### config.mk
export PLATFORM = sky130hd
export DESIGN_NAME = seg7_scan4
export DESIGN_NICKNAME = d
export VERILOG_FILES = /design/src/rtl/seg7_scan4.sv
export SDC_FILE = /design/constraint.sdc
export NUM_CORES = 1
export LEC_CHECK = 0
export CORE_AREA = 4 4 72 74
export DETAILED_ROUTE_END_ITERATION = 10
export DIE_AREA = 0 0 76 78
export PLACE_DENSITY_LB_ADDON = 0.15
export SETUP_SLACK_MARGIN = 0.15
export SYNTH_ARGS = -nofsm -noshare
export SYNTH_HDL_FRONTEND = slang
export SYNTH_SLANG_ARGS = --single-unit
### constraint.sdc
create_clock -name clk -period 3.3 [get_ports clk]
set_input_delay 0.495 -clock clk [delete_from_list [all_inputs] [get_ports clk]]
set_output_delay 0.495 -clock clk [all_outputs]
set_load 0.02 [all_outputs]
### src/rtl/seg7_scan4.sv
// seg7_scan4: four-digit multiplexed common-anode 7-segment driver with leading-zero blanking
module seg7_scan4 #(
   parameter int REFRESH_DIV = 50_000
) (
   input  logic        clk,
   input  logic        reset,
   input  logic [15:0] digits_in,
   input  logic        load,
   input  logic        blank_lz,
   output logic [3:0]  an,
   output logic [6:0]  seg,
   output logic [1:0]  dig_sel
);
   localparam int CW = (REFRESH_DIV > 1) ? $clog2(REFRESH_DIV) : 1;
   logic [CW-1:0] cnt_q, cnt_d;
   logic [1:0]    idx_q, idx_d;
   logic [15:0]   digit_q, digit_d;
   logic [3:0]    an_q, an_d;
   logic [6:0]    seg_q, seg_d;
   logic [3:0]    cur;
   logic          wrap, z3, z2, z1, blank;
   function automatic logic [6:0] dec(input logic [3:0] v);
      case (v)
         4'd0:    dec = 7'b1000000;
         4'd1:    dec = 7'b1111001;
         4'd2:    dec = 7'b0100100;
         4'd3:    dec = 7'b0110000;
         4'd4:    dec = 7'b0011001;
         4'd5:    dec = 7'b0010010;
         4'd6:    dec = 7'b0000010;
         4'd7:    dec = 7'b1111000;
         4'd8:    dec = 7'b0000000;
         4'd9:    dec = 7'b0010000;
         default: dec = 7'b0111111;
      endcase
   endfunction
   // Next-state: refresh timer, digit index, digit latch and the next registered frame
   always_comb begin
      wrap    = cnt_q == CW'(REFRESH_DIV - 1);
      cnt_d   = wrap ? '0 : cnt_q + CW'(1);
      idx_d   = wrap ? idx_q + 2'd1 : idx_q;
      digit_d = load ? digits_in : digit_q;
      cur     = digit_q[idx_q*4 +: 4];
      z3      = digit_q[15:12] == 4'd0;
      z2      = z3 && digit_q[11:8] == 4'd0;
      z1      = z2 && digit_q[7:4] == 4'd0;
      blank   = blank_lz && ((idx_q == 2'd3 && z3) || (idx_q == 2'd2 && z2) || (idx_q == 2'd1 && z1));
      an_d    = blank ? 4'b1111 : ~(4'b0001 << idx_q);
      seg_d   = blank ? 7'b1111111 : dec(cur);
   end
   // State and output registers; reset darkens the display and restarts the scan at digit0
   always_ff @(posedge clk) begin
      if (reset) begin
         cnt_q   <= '0;
         idx_q   <= 2'd0;
         digit_q <= 16'h0000;
         an_q    <= 4'b1111;
         seg_q   <= 7'b1111111;
      end else begin
         cnt_q   <= cnt_d;
         idx_q   <= idx_d;
         digit_q <= digit_d;
         an_q    <= an_d;
         seg_q   <= seg_d;
      end
   end
   assign an      = an_q;
   assign seg     = seg_q;
   assign dig_sel = idx_q;
endmodule

Yosys cells after proc, flatten, opt, wreduce, memory -nomap -nowiden
Memory sizes are Yosys's and may differ from the RTL's. A register that Yosys moved wholly into a read port is not among the register bits. Cells that the tools add are included.

Bits in registers: 38. Memory bits (read-only): 112. Logic and storage cells: 27. Memories kept: 1.

Memory list: (name not given) (words 16, bits a word 7, read ports 1, clocked after Yosys merged registers in 1, write ports 0, RTL line 23) `case (v)`.

Add/sub/neg operators: 2. Equality and inequality tests: 4. Shift operators: 2. Bitwise logic cells: 1. Reductions and logical operators: 13.

Operators with widths (count): 16-bit by 1-bit adder with 16-bit output (second input constant) (1); 16-bit equality test (second input constant) (1); 16-bit by 5-bit variable part select with 4-bit output (1); 4-bit zero test (3); 1-bit logical AND (6); 2-bit equality test (second input constant) (2); 4-bit NOT (1); 2-bit OR reduction (2); 1-bit by 2-bit left shift with 4-bit output (first input constant) (1); 2-bit by 1-bit adder with 2-bit output (second input constant) (1); 2-bit by 1-bit equality test with 1-bit output (second input constant) (1); 1-bit logical OR (2).

Logic depth before layout (Yosys ltp)
Gate-level depths: netlist of the first run.

Word-level depth: 7. Mapped depth: 8. Gate-level depth less buffers: 6.

Least setup slack after synthesis of the first run
Ideal clock, no wire load.

Path kind: register -> register. Start point: register idx_q[0], in the netlist dig_sel[0]. End point: register seg_q[0], in the netlist seg[0]. Setup time: 0.131 ns. Data arrival time: 1.785 ns. Data required time: 3.169 ns. Path slack: 1.385 ns. Cell stages (with the launch flop): 7. Path through: dfxtp_1 buf_6 mux4_2 ha_1 or2_1 a21oi_1 o21ai_1.

Cells in the longest elaborated chain, start to end: 6. Elaborated cells between the ends (all ways): 11. Those cells by class: eq/ne (3); shift (1); reduce/logical (7).

Ends and longest elaborated chain: start, declared (RTL line 16) `logic [1:0] idx_q, idx_d;`; start signal, assigned (RTL line 61) `idx_q <= idx_d;`; 2-bit equality test (RTL line 47) `blank = blank_lz && ((idx_q == 2'd3 && z3) || (idx_q == 2'd2 && z2) || (idx_q == 2'd1 && z1));`; 1-bit logical AND (RTL line 47); 1-bit logical OR (2 in series) (RTL line 47); 1-bit logical AND (RTL line 47); 2-bit OR reduction (no line); end, declared (RTL line 19) `logic [6:0] seg_q, seg_d;`.

Several ways; a longest one is shown, not always the timed one. A chain may end at the register's enable or synchronous reset.

Worst setup path after layout of the first run
Start point: register idx_q[0], in the netlist dig_sel[0]. End point: register seg_q[1], in the netlist seg[1].

The elaborated chain is that of the path after synthesis.

==> flow_summary.json, run 1 <==
{
  "dr.pass1.iters": 4,
  "antenna_cells": 0,
  "synth_compound_area_share_pct": 5.93,
  "synth-simple-area-share_pct": 18.7,
  "fmax_ghz": 0.464,
  "wl_per_cell_um": 13.0,
  "max_stage_delay_ps": 580,
  "route.detailed.drc": 0,
  "yosys-top-cells-count": "dfxtp_1, nor2_1, mux2i_1",
  "syn-cell-area_mm2": 0.00196,
  "fp.dieArea_mm2": 0.00593,
  "area.growth.synth_to_final_pct": 23.7,
  "instances_no_fill": 283,
  "fin_worst_skew_ps": 5.54,
  "hpwlAfterDp_um": 2660,
  "via_per_inst": 4.99,
  "maxSlewHeadroom_pct": 41.7,
  "status": "finished, final reports clean",
  "io_buffer_count": 32,
  "dp_slack_ps": 855,
  "fin_crit_ps": 2160,
  "die_h_um": 78,
  "yosysUniqueCellTypes": 32,
  "synthAdderAreaFrac_pct": 6.38,
  "worst-path-max-fanout": 11,
  "holdCritPathClass": "reg -> reg",
  "post_cts_buffers": 0,
  "place_inst": 275,
  "synth.net_count": 230,
  "cts_inserted_buffers": 5,
  "ant_nets": 0,
  "grt-ovfl-total": 0,
  "syn_inst": 200,
  "drv_cap": 0,
  "synth_top_family_by_area": "simple AND/OR/NAND/NOR gates",
  "first_global_vias": 1367,
  "fin_crit_sh_pct": 65.4,
  "cts_num_sinks": 45,
  "pin_count": 33,
  "end_kind": "flip-flop",
  "place.gp.congestion": 0.713,
  "layout.nets": 258,
  "ctsHoldBuffers": 0,
  "slowest_stage": "dfxtp_1",
  "cts-resized-gates": 0,
  "ys_warn_count": 0,
  "p_per_area_mw_per_mm2": 490,
  "die_x_um": 76,
  "final_hold_viol_count": 0,
  "netlist.area_leader.share_pct": 45.9,
  "initialDrtViolationCount": 40,
  "clk_latency_ps": 300,
  "clk_pin_slew_ps": 80,
  "grt_first_pass_wirelength_um": 6330,
  "grt_usage_pct": 13.1,
  "cts_tree": "done",
  "ys_seq_area_share_pct": 45.9,
  "cellLeakagePower_nw": 0.994,
  "critical_path_arrival_ps": 2290,
  "synth_most_common_cell": "dfxtp_1",
  "ys.flop_type": "dfxtp_1",
  "rows": 25,
  "cp_top_family": "compound AO/OA/AOI/OAI gates",
  "syn_area_per_cell_um2": 9.81,
  "initial_core_util_pct": 42.7,
  "synthMuxAreaShare_pct": 13.3,
  "worst_pin_slew_ps": 872,
  "htree_levels": 2,
  "synthArstFlopShare_pct": 0,
  "worst-path-buf-inv": 1,
  "grt_max_degree": 21,
  "grt_antenna_before_repair": 0,
  "synthTopCellsByArea": "dfxtp_1, mux2i_1, ha_1",
  "finalSetupTns_ps": 0,
  "start_kind": "flip-flop",
  "yosysTopAreaCell": "dfxtp_1",
  "vdd_drop_max_uv": 315,
  "core_mm2": 0.00460,
  "ys_seq_elements": 45,
  "rsz0062_at_grt": "false",
  "path_cells": "inv_1 > ha_1 > a211o_1 > a21oi_1 > o21ai_0",
  "setup_viol": 0,
  "route.vias.total": 1412,
  "synth_xor_area_share_pct": 5.80,
  "routed_wl_um": 3670,
  "drive_gt1_share_pct": 5.24,
  "cts.path.max_buffers": 2,
  "worstSetupPathType": "reg -> reg",
  "synth_edf_count": 0,
  "setup_slack_ps": 1140,
  "critPathRequiredTime_ps": 3440,
  "maxSlewViolCount": 0,
  "cts_root_buf": "clkbuf_8"
}
logic make-up after synthesis:
kind of cell | Yosys count
simple gates | 73
flops | 45
compound gates | 21
mux | 21
buf+inv | 17
xor+xnor | 13
fa+ha+maj | 10
layout by cell type, fill, tap and decap left out, drive strengths merged:
cell type and n:
and4 3, nand2b 2, nor4bb 2, clkbuf 5, nor2 33, a211o 1, xor2 10, o21ai 10
o211a 1, nand2 8, nand4 5, or2b 2, or2 1, xnor2 3, clkinv 1, a21oi 8
mux4 4, nor4b 1, ha 10, mux2i 17, bufinv 2, or3 2, dfxtp 45, nand3 6
and3 4, inv 6, clkdlybuf4s50 32, nor2b 1, a211oi 1, nor4 3
path summary, 6_finish.rpt:
check | start | to | slack [ps] | cells past startpoint
max | dig_sel[0] | seg[1] | 1140 | 5
min | cnt_q[0] | cnt_q[0] | 470 | 1
min reg2reg | cnt_q[0] | cnt_q[0] | 470 | 1
max reg2reg | dig_sel[0] | seg[1] | 1140 | 5
report_power, final:
part	switching (W)	internal, W	total, W
registers	0.0000133	0.000566	0.000580
logic	0.0000558	0.0000655	0.000121
clock network	0.000187	0.000301	0.000488
total	0.000256	0.000932	0.00119
stage by stage:
stage | instance area [µm²] | hold slack (ps) | utilization (%) | total power, W
3_5_place_dp | 2290 | 454 | 49.9 | 0.000715
4_1_cts | 2430 | 475 | 52.8 | 0.00121
5_1_grt | 2430 | 516 | 52.8 | 0.00124
6_report | 2430 | 466 | 52.8 | 0.00119
2_1_floorplan | 1960 | 426 | - | 0.000662
3_3_place_gp | 2290 | 446 | 49.9 | 0.000715
per-layer routing:
metal / GRT usage [%] / wire length [µm] / share of wire (%)
met2: 21.3 / 1730 / 47
met5: 0 / 0 / 0
met3: 4.76 / 138 / 3.8
met4: 4.27 / 70 / 1.9
met1: 16.0 / 1730 / 47
flip-flops by register name, summed over array words and instances, names as in the netlist:
| register | count |
|---|---|
| an | 4 |
| dig_sel | 2 |
| digit_q | 16 |
| cnt_q | 16 |
| seg | 7 |
area by class of cell:
cell class / count / area (µm²)
timing repair buffer: 32 / 320
tap: 54 / 67.6
multi-input combinational: 138 / 982
sequential: 45 / 901
fill: 440 / 2170
inverter: 6 / 22.5
clock buffer: 5 / 68.8
clock inverter: 3 / 65.1
Power figures use the tool's default switching activity.
==> run 2: changes to the inputs <==
==> constraint.sdc (replaced) <==
create_clock -name clk -period 1.9 [get_ports clk]
set_input_delay 0.285 -clock clk [delete_from_list [all_inputs] [get_ports clk]]
set_output_delay 0.285 -clock clk [all_outputs]
set_load 0.02 [all_outputs]
==> run 2 against run 1 <==
Effect of this change:
- highest routed layer unchanged
- via count is 5.4% higher
- sequential share of layout area decreased by 0.82 points
- maximum frequency grew 27%
- final area increased by 2.8%
- sequential power up 74%
- global-route usage up 0.41 points
- worst setup slack got worse by 940 ps
- largest power group unchanged
- first-iteration DRC count down 20%
- utilization up 1.5 points
- critical endpoint is now seg[3]
- critical path depth stayed put
- total power increased by 60%
- clock skew increased by 4.1 ps
==> flow_summary.json, run 2 (same netlist as run 1, synthesis figures left out) <==
{
  "status": "finished, final reports clean",
  "internal_power_w": 0.00145,
  "area.growth.synth_to_final_pct": 27.2,
  "fin_crit_sh_pct": 89.4,
  "io_buffer_count": 32,
  "dr.pass1.iters": 4,
  "place_area_mm2": 0.00234,
  "finalSetupTns_ps": 0,
  "power_frac_clock_pct": 35.1,
  "rows": 25,
  "maxSlewViolCount": 0,
  "fin_crit_ps": 1700,
  "grt_max_degree": 19,
  "rr_worst_depth": 5,
  "whs_path_depth": 1,
  "worst-path-max-fanout": 6,
  "hpwlAfterDp_um": 2810,
  "final_cell_mix": "dfxtp_1, nor2_1, clkdlybuf4s50_1",
  "ant_nets": 0,
  "core_mm2": 0.00460,
  "critical_path_arrival_ps": 1880,
  "cts_tree": "done",
  "cts_root_buf": "clkbuf_8",
  "cts_num_sinks": 45,
  "layout_commonest_cell": "dfxtp_1",
  "clk_pin_slew_ps": 90,
  "end_kind": "flip-flop",
  "holdCritPathClass": "reg -> reg",
  "switching_share_pct": 23.8,
  "place.gp.congestion": 0.758,
  "first_global_vias": 1429,
  "maxSlewHeadroom_pct": 77.9,
  "wl_per_cell_um": 12.8,
  "fin_worst_skew_ps": 9.62,
  "worstSetupPathType": "reg -> reg",
  "pwr-share-seq_pct": 53.0,
  "fill_cells": 417,
  "vdd_drop_max_uv": 501,
  "grt_first_pass_wirelength_um": 6550,
  "pin_count": 33,
  "die_x_um": 76,
  "grt_usage_pct": 13.5,
  "layout.nets": 268,
  "clk_latency_ps": 300,
  "fp.dieArea_mm2": 0.00593,
  "worst_pin_slew_ps": 329,
  "route.vias.total": 1488,
  "r2r_end": "seg[3]",
  "ctsHoldBuffers": 0,
  "initialDrtViolationCount": 32,
  "holdCritStartpoint": "cnt_q[0]",
  "htree_levels": 2,
  "initial_core_util_pct": 42.7,
  "reg2reg_slack_ps": 200,
  "p_switching_w": 0.000452,
  "start_kind": "flip-flop",
  "rr_startpoint": "dig_sel[0]",
  "holdPathEnd": "cnt_q[0]",
  "comb_power_share_pct": 12.0,
  "cts.path.max_buffers": 2,
  "critPathRequiredTime_ps": 2080,
  "die_h_um": 78,
  "antenna_cells": 0,
  "rsz0062_at_grt": "true",
  "finish.instance_area_mm2": 0.00250,
  "routed_wl_um": 3740,
  "grt_antenna_before_repair": 0,
  "fmax_ghz": 0.589,
  "drv_cap": 0,
  "p_per_area_mw_per_mm2": 761,
  "via_per_inst": 5.08,
  "cellLeakagePower_nw": 1.03,
  "drive_gt1_share_pct": 12.6,
  "final_hold_viol_count": 0,
  "setup_viol": 0,
  "grt-ovfl-total": 0,
  "cts_inserted_buffers": 5,
  "route.detailed.drc": 0
}
## run 2: cell types whose count changed in the layout (fill, tap and decap cells not counted), moves of 2 or more
cell / delta
inv_1: -2
bufinv_16: -2
inv_2: +2
buf_4: +9
dfxtp_1: -2
ha_1: -2
ha_2: +2
## run 2: power groups by stage
stage | Combinational (W) | Clock, W | Sequential [W]
6_report | 0.000227 | 0.000666 | 0.00101
2_1_floorplan | 0.000107 | 0 | 0.00104
4_1_cts | 0.000222 | 0.000698 | 0.00101
3_3_place_gp | 0.000220 | 0 | 0.00103
5_1_grt | 0.000250 | 0.000731 | 0.00101
3_5_place_dp | 0.000221 | 0 | 0.00103
## run 2: metrics by stage
stage                     hold slack [ps]  worst slack (ps)  instances  power (W)  util (%)
after floorplan                       426               145        200    0.00115         -
after global placement                445               212        280    0.00125      50.9
after detailed placement              454               168        280    0.00125      50.9
after CTS                             472               185        291    0.00193      53.7
after global routing                  496               101        293    0.00199      54.3
final                                 471               201        293    0.00190      54.3
## run 2: how the worst max path moves through the flow
stage	from	end	slack, ps
6_report	dig_sel[0]	seg[3]	200
5_1_grt	dig_sel[0]	seg[2]	100
4_1_cts	dig_sel[0]	seg[4]	180
3_5_place_dp	dig_sel[0]	seg[4]	170
3_3_place_gp	dig_sel[0]	seg[0]	210
2_1_floorplan	dig_sel[0]	seg[0]	140
## run 2: cell type report
class / count / area [µm²] / area share (%)
clock inverter: 2 / 16.3 / 0.652
inverter: 6 / 22.5 / 0.902
timing repair buffer: 42 / 398 / 15.9
sequential: 45 / 906 / 36.3
clock buffer: 6 / 93.8 / 3.76
tap: 54 / 67.6 / 2.71
multi-input combinational: 138 / 992 / 39.7
## run 2: repair_timing
action / in CTS / in global routing
setup buffers: 3 / 2
setup endpoints to repair: 2 / 23
pin swaps: 0 / 2
hold endpoints to repair: 0 / 0
gates resized for setup: 1 / 6
## run 2: routing by layer
| layer | GRT usage, % | vias up | routed length, µm | part of all wire, % |
|---|---|---|---|---|
| met5 | 0 | - | 0 | 0 |
| met4 | 4.09 | 0 | 58 | 1.6 |
| met3 | 4.87 | 9 | 148 | 4.0 |
| met2 | 22.9 | 24 | 1850 | 50 |
| met1 | 15.9 | 689 | 1680 | 45 |
| li1 | - | 766 | - | - |
## run 2: worst max-delay path, stage by stage (launching register included)
cell and delay [ps]:
dfxtp_4 390, mux4_2 560, ha_2 190, or2_1 240
a21oi_1 130, o21ai_1 70
==> run 3: changes to the inputs <==
--- a/config.mk
+++ b/config.mk
@@ -8,6 +8,7 @@
 export CORE_AREA = 4 4 72 74
 export DETAILED_ROUTE_END_ITERATION = 10
 export DIE_AREA = 0 0 76 78
+export MAX_ROUTING_LAYER = met4
 export PLACE_DENSITY_LB_ADDON = 0.15
 export SETUP_SLACK_MARGIN = 0.15
 export SYNTH_ARGS = -nofsm -noshare
==> run 3 against run 2 <==
Effect of this change:
- worst setup slack worse by 1.5 ps
- final area is 0.15% lower
- total power is 0.17% lower
- register-to-register slack hardly changed
- sequential power hardly changed
- sequential share of layout area is 0.055 points higher
- utilization is 0.082 points lower
- clock power hardly changed
- non-clock buffer count stayed put
- maximum frequency hardly changed
- global-route usage is 0.35 points higher
- routed wire length is 0.51% higher
- critical path type unchanged
- highest routed layer unchanged
==> flow_summary.json, run 3 (same netlist as run 1, synthesis figures left out) <==
{
  "layout.nets": 268,
  "routed_wl_um": 3760,
  "drv_cap": 0,
  "hpwlAfterDp_um": 2810,
  "rows": 25,
  "fmax_ghz": 0.588,
  "start_kind": "flip-flop",
  "holdCritPathClass": "reg -> reg",
  "core_mm2": 0.00460,
  "worst-path-max-fanout": 6,
  "cts_root_buf": "clkbuf_8",
  "drive_gt1_share_pct": 12.6,
  "finalSetupTns_ps": 0,
  "io_buffer_count": 32,
  "final_cell_mix": "dfxtp_1, nor2_1, clkdlybuf4s50_1",
  "final_hold_viol_count": 0,
  "cts_tree": "done",
  "antenna_cells": 0,
  "cellLeakagePower_nw": 1.03,
  "grt_antenna_before_repair": 0,
  "first_global_vias": 1437,
  "fp.dieArea_mm2": 0.00593,
  "cts.path.max_buffers": 2,
  "worstSetupPathType": "reg -> reg",
  "holdWs_ps": 471,
  "critical_path_arrival_ps": 1880,
  "path_cells": "mux4_2 > ha_2 > or2_1 > a21oi_1 > o21ai_1",
  "cts_num_sinks": 45,
  "worst_pin_slew_ps": 326,
  "htree_levels": 2,
  "initial_core_util_pct": 42.7,
  "initialDrtViolationCount": 28,
  "fin_util_pct": 54.2,
  "vdd_drop_max_uv": 502,
  "rsz0062_at_grt": "true",
  "end_kind": "flip-flop",
  "die_x_um": 76,
  "fin_crit_ps": 1700,
  "place.gp.congestion": 0.767,
  "p_per_area_mw_per_mm2": 761,
  "max_stage_delay_ps": 560,
  "route.detailed.drc": 0,
  "maxSlewHeadroom_pct": 78.0,
  "ant_nets": 0,
  "pin_count": 33,
  "grt-ovfl-total": 0,
  "area.growth.synth_to_final_pct": 27.0,
  "status": "finished, final reports clean",
  "grt_usage_pct": 13.9,
  "grt_first_pass_wirelength_um": 6550,
  "wl_per_cell_um": 12.8,
  "route.vias.total": 1478,
  "critPathRequiredTime_ps": 2080,
  "clk_latency_ps": 300,
  "maxSlewViolCount": 0,
  "clk_pin_slew_ps": 90,
  "layout_commonest_cell": "dfxtp_1",
  "via_per_inst": 5.04,
  "slowest_stage": "mux4_2",
  "dr.pass1.iters": 4,
  "setup_viol": 0,
  "grt_max_degree": 19,
  "fin_crit_sh_pct": 89.5,
  "cts_inserted_buffers": 5,
  "die_h_um": 78,
  "fin_worst_skew_ps": 10.1
}
## run 3: worst paths after layout
path | depth (start not counted) | slack [ps] | startpoint | endpoint
hold / removal | 1 | 470 | cnt_q[0] | cnt_q[0]
setup reg to reg | 5 | 200 | dig_sel[0] | seg[3]
hold reg to reg | 1 | 470 | cnt_q[0] | cnt_q[0]
setup / recovery | 5 | 200 | dig_sel[0] | seg[3]
## run 3: through the flow
stage                     instance area (µm²)  instances  power, W  worst slack, ps
after global placement                   2340        280   0.00125              212
after floorplan                          1970        200   0.00115              145
after global routing                     2490        293   0.00199              109
after detailed placement                 2340        280   0.00125              168
final                                    2490        293   0.00190              199
after CTS                                2470        291   0.00193              185
## run 3: what timing repair did
action | CTS | global route
pin swaps | 0 | 2
endpoints found under the setup margin | 2 | 23
hold buffers | 0 | 0
setup buffers | 3 | 2
resized for setup | 1 | 5
## run 3: final cells by class
type	instances	area (µm²)
Clock buffer	6	93.8
Clock inverter	2	16.3
Fill cell	416	2110
Inverter	6	22.5
Multi-Input combinational cell	138	992
Sequential cell	45	906
Tap cell	54	67.6
Timing Repair Buffer	42	394
## run 3: worst max-delay path: cells and delay by family (launching register included)
kind / cells / cell delay [ps]
compound gates: 2 / 200
fa+ha+maj: 1 / 190
flops: 1 / 390
mux: 1 / 560
simple gates: 1 / 240
## run 3: power by group
part | internal, W | switching (W) | total, W
registers | 0.000982 | 0.0000239 | 0.00101
clock network | 0.000341 | 0.000322 | 0.000663
logic | 0.000124 | 0.000103 | 0.000226
## run 3: routing by layer
metal | routed length [µm] | share of wire (%) | global-route usage, % | vias up
li1 | - | - | - | 765
met1 | 1670 | 45 | 15.8 | 683
met2 | 1910 | 51 | 22.9 | 26
met3 | 148 | 3.9 | 4.87 | 4
met4 | 26 | 0.69 | 4.09 | 0
met5 | 0 | 0 | - | -
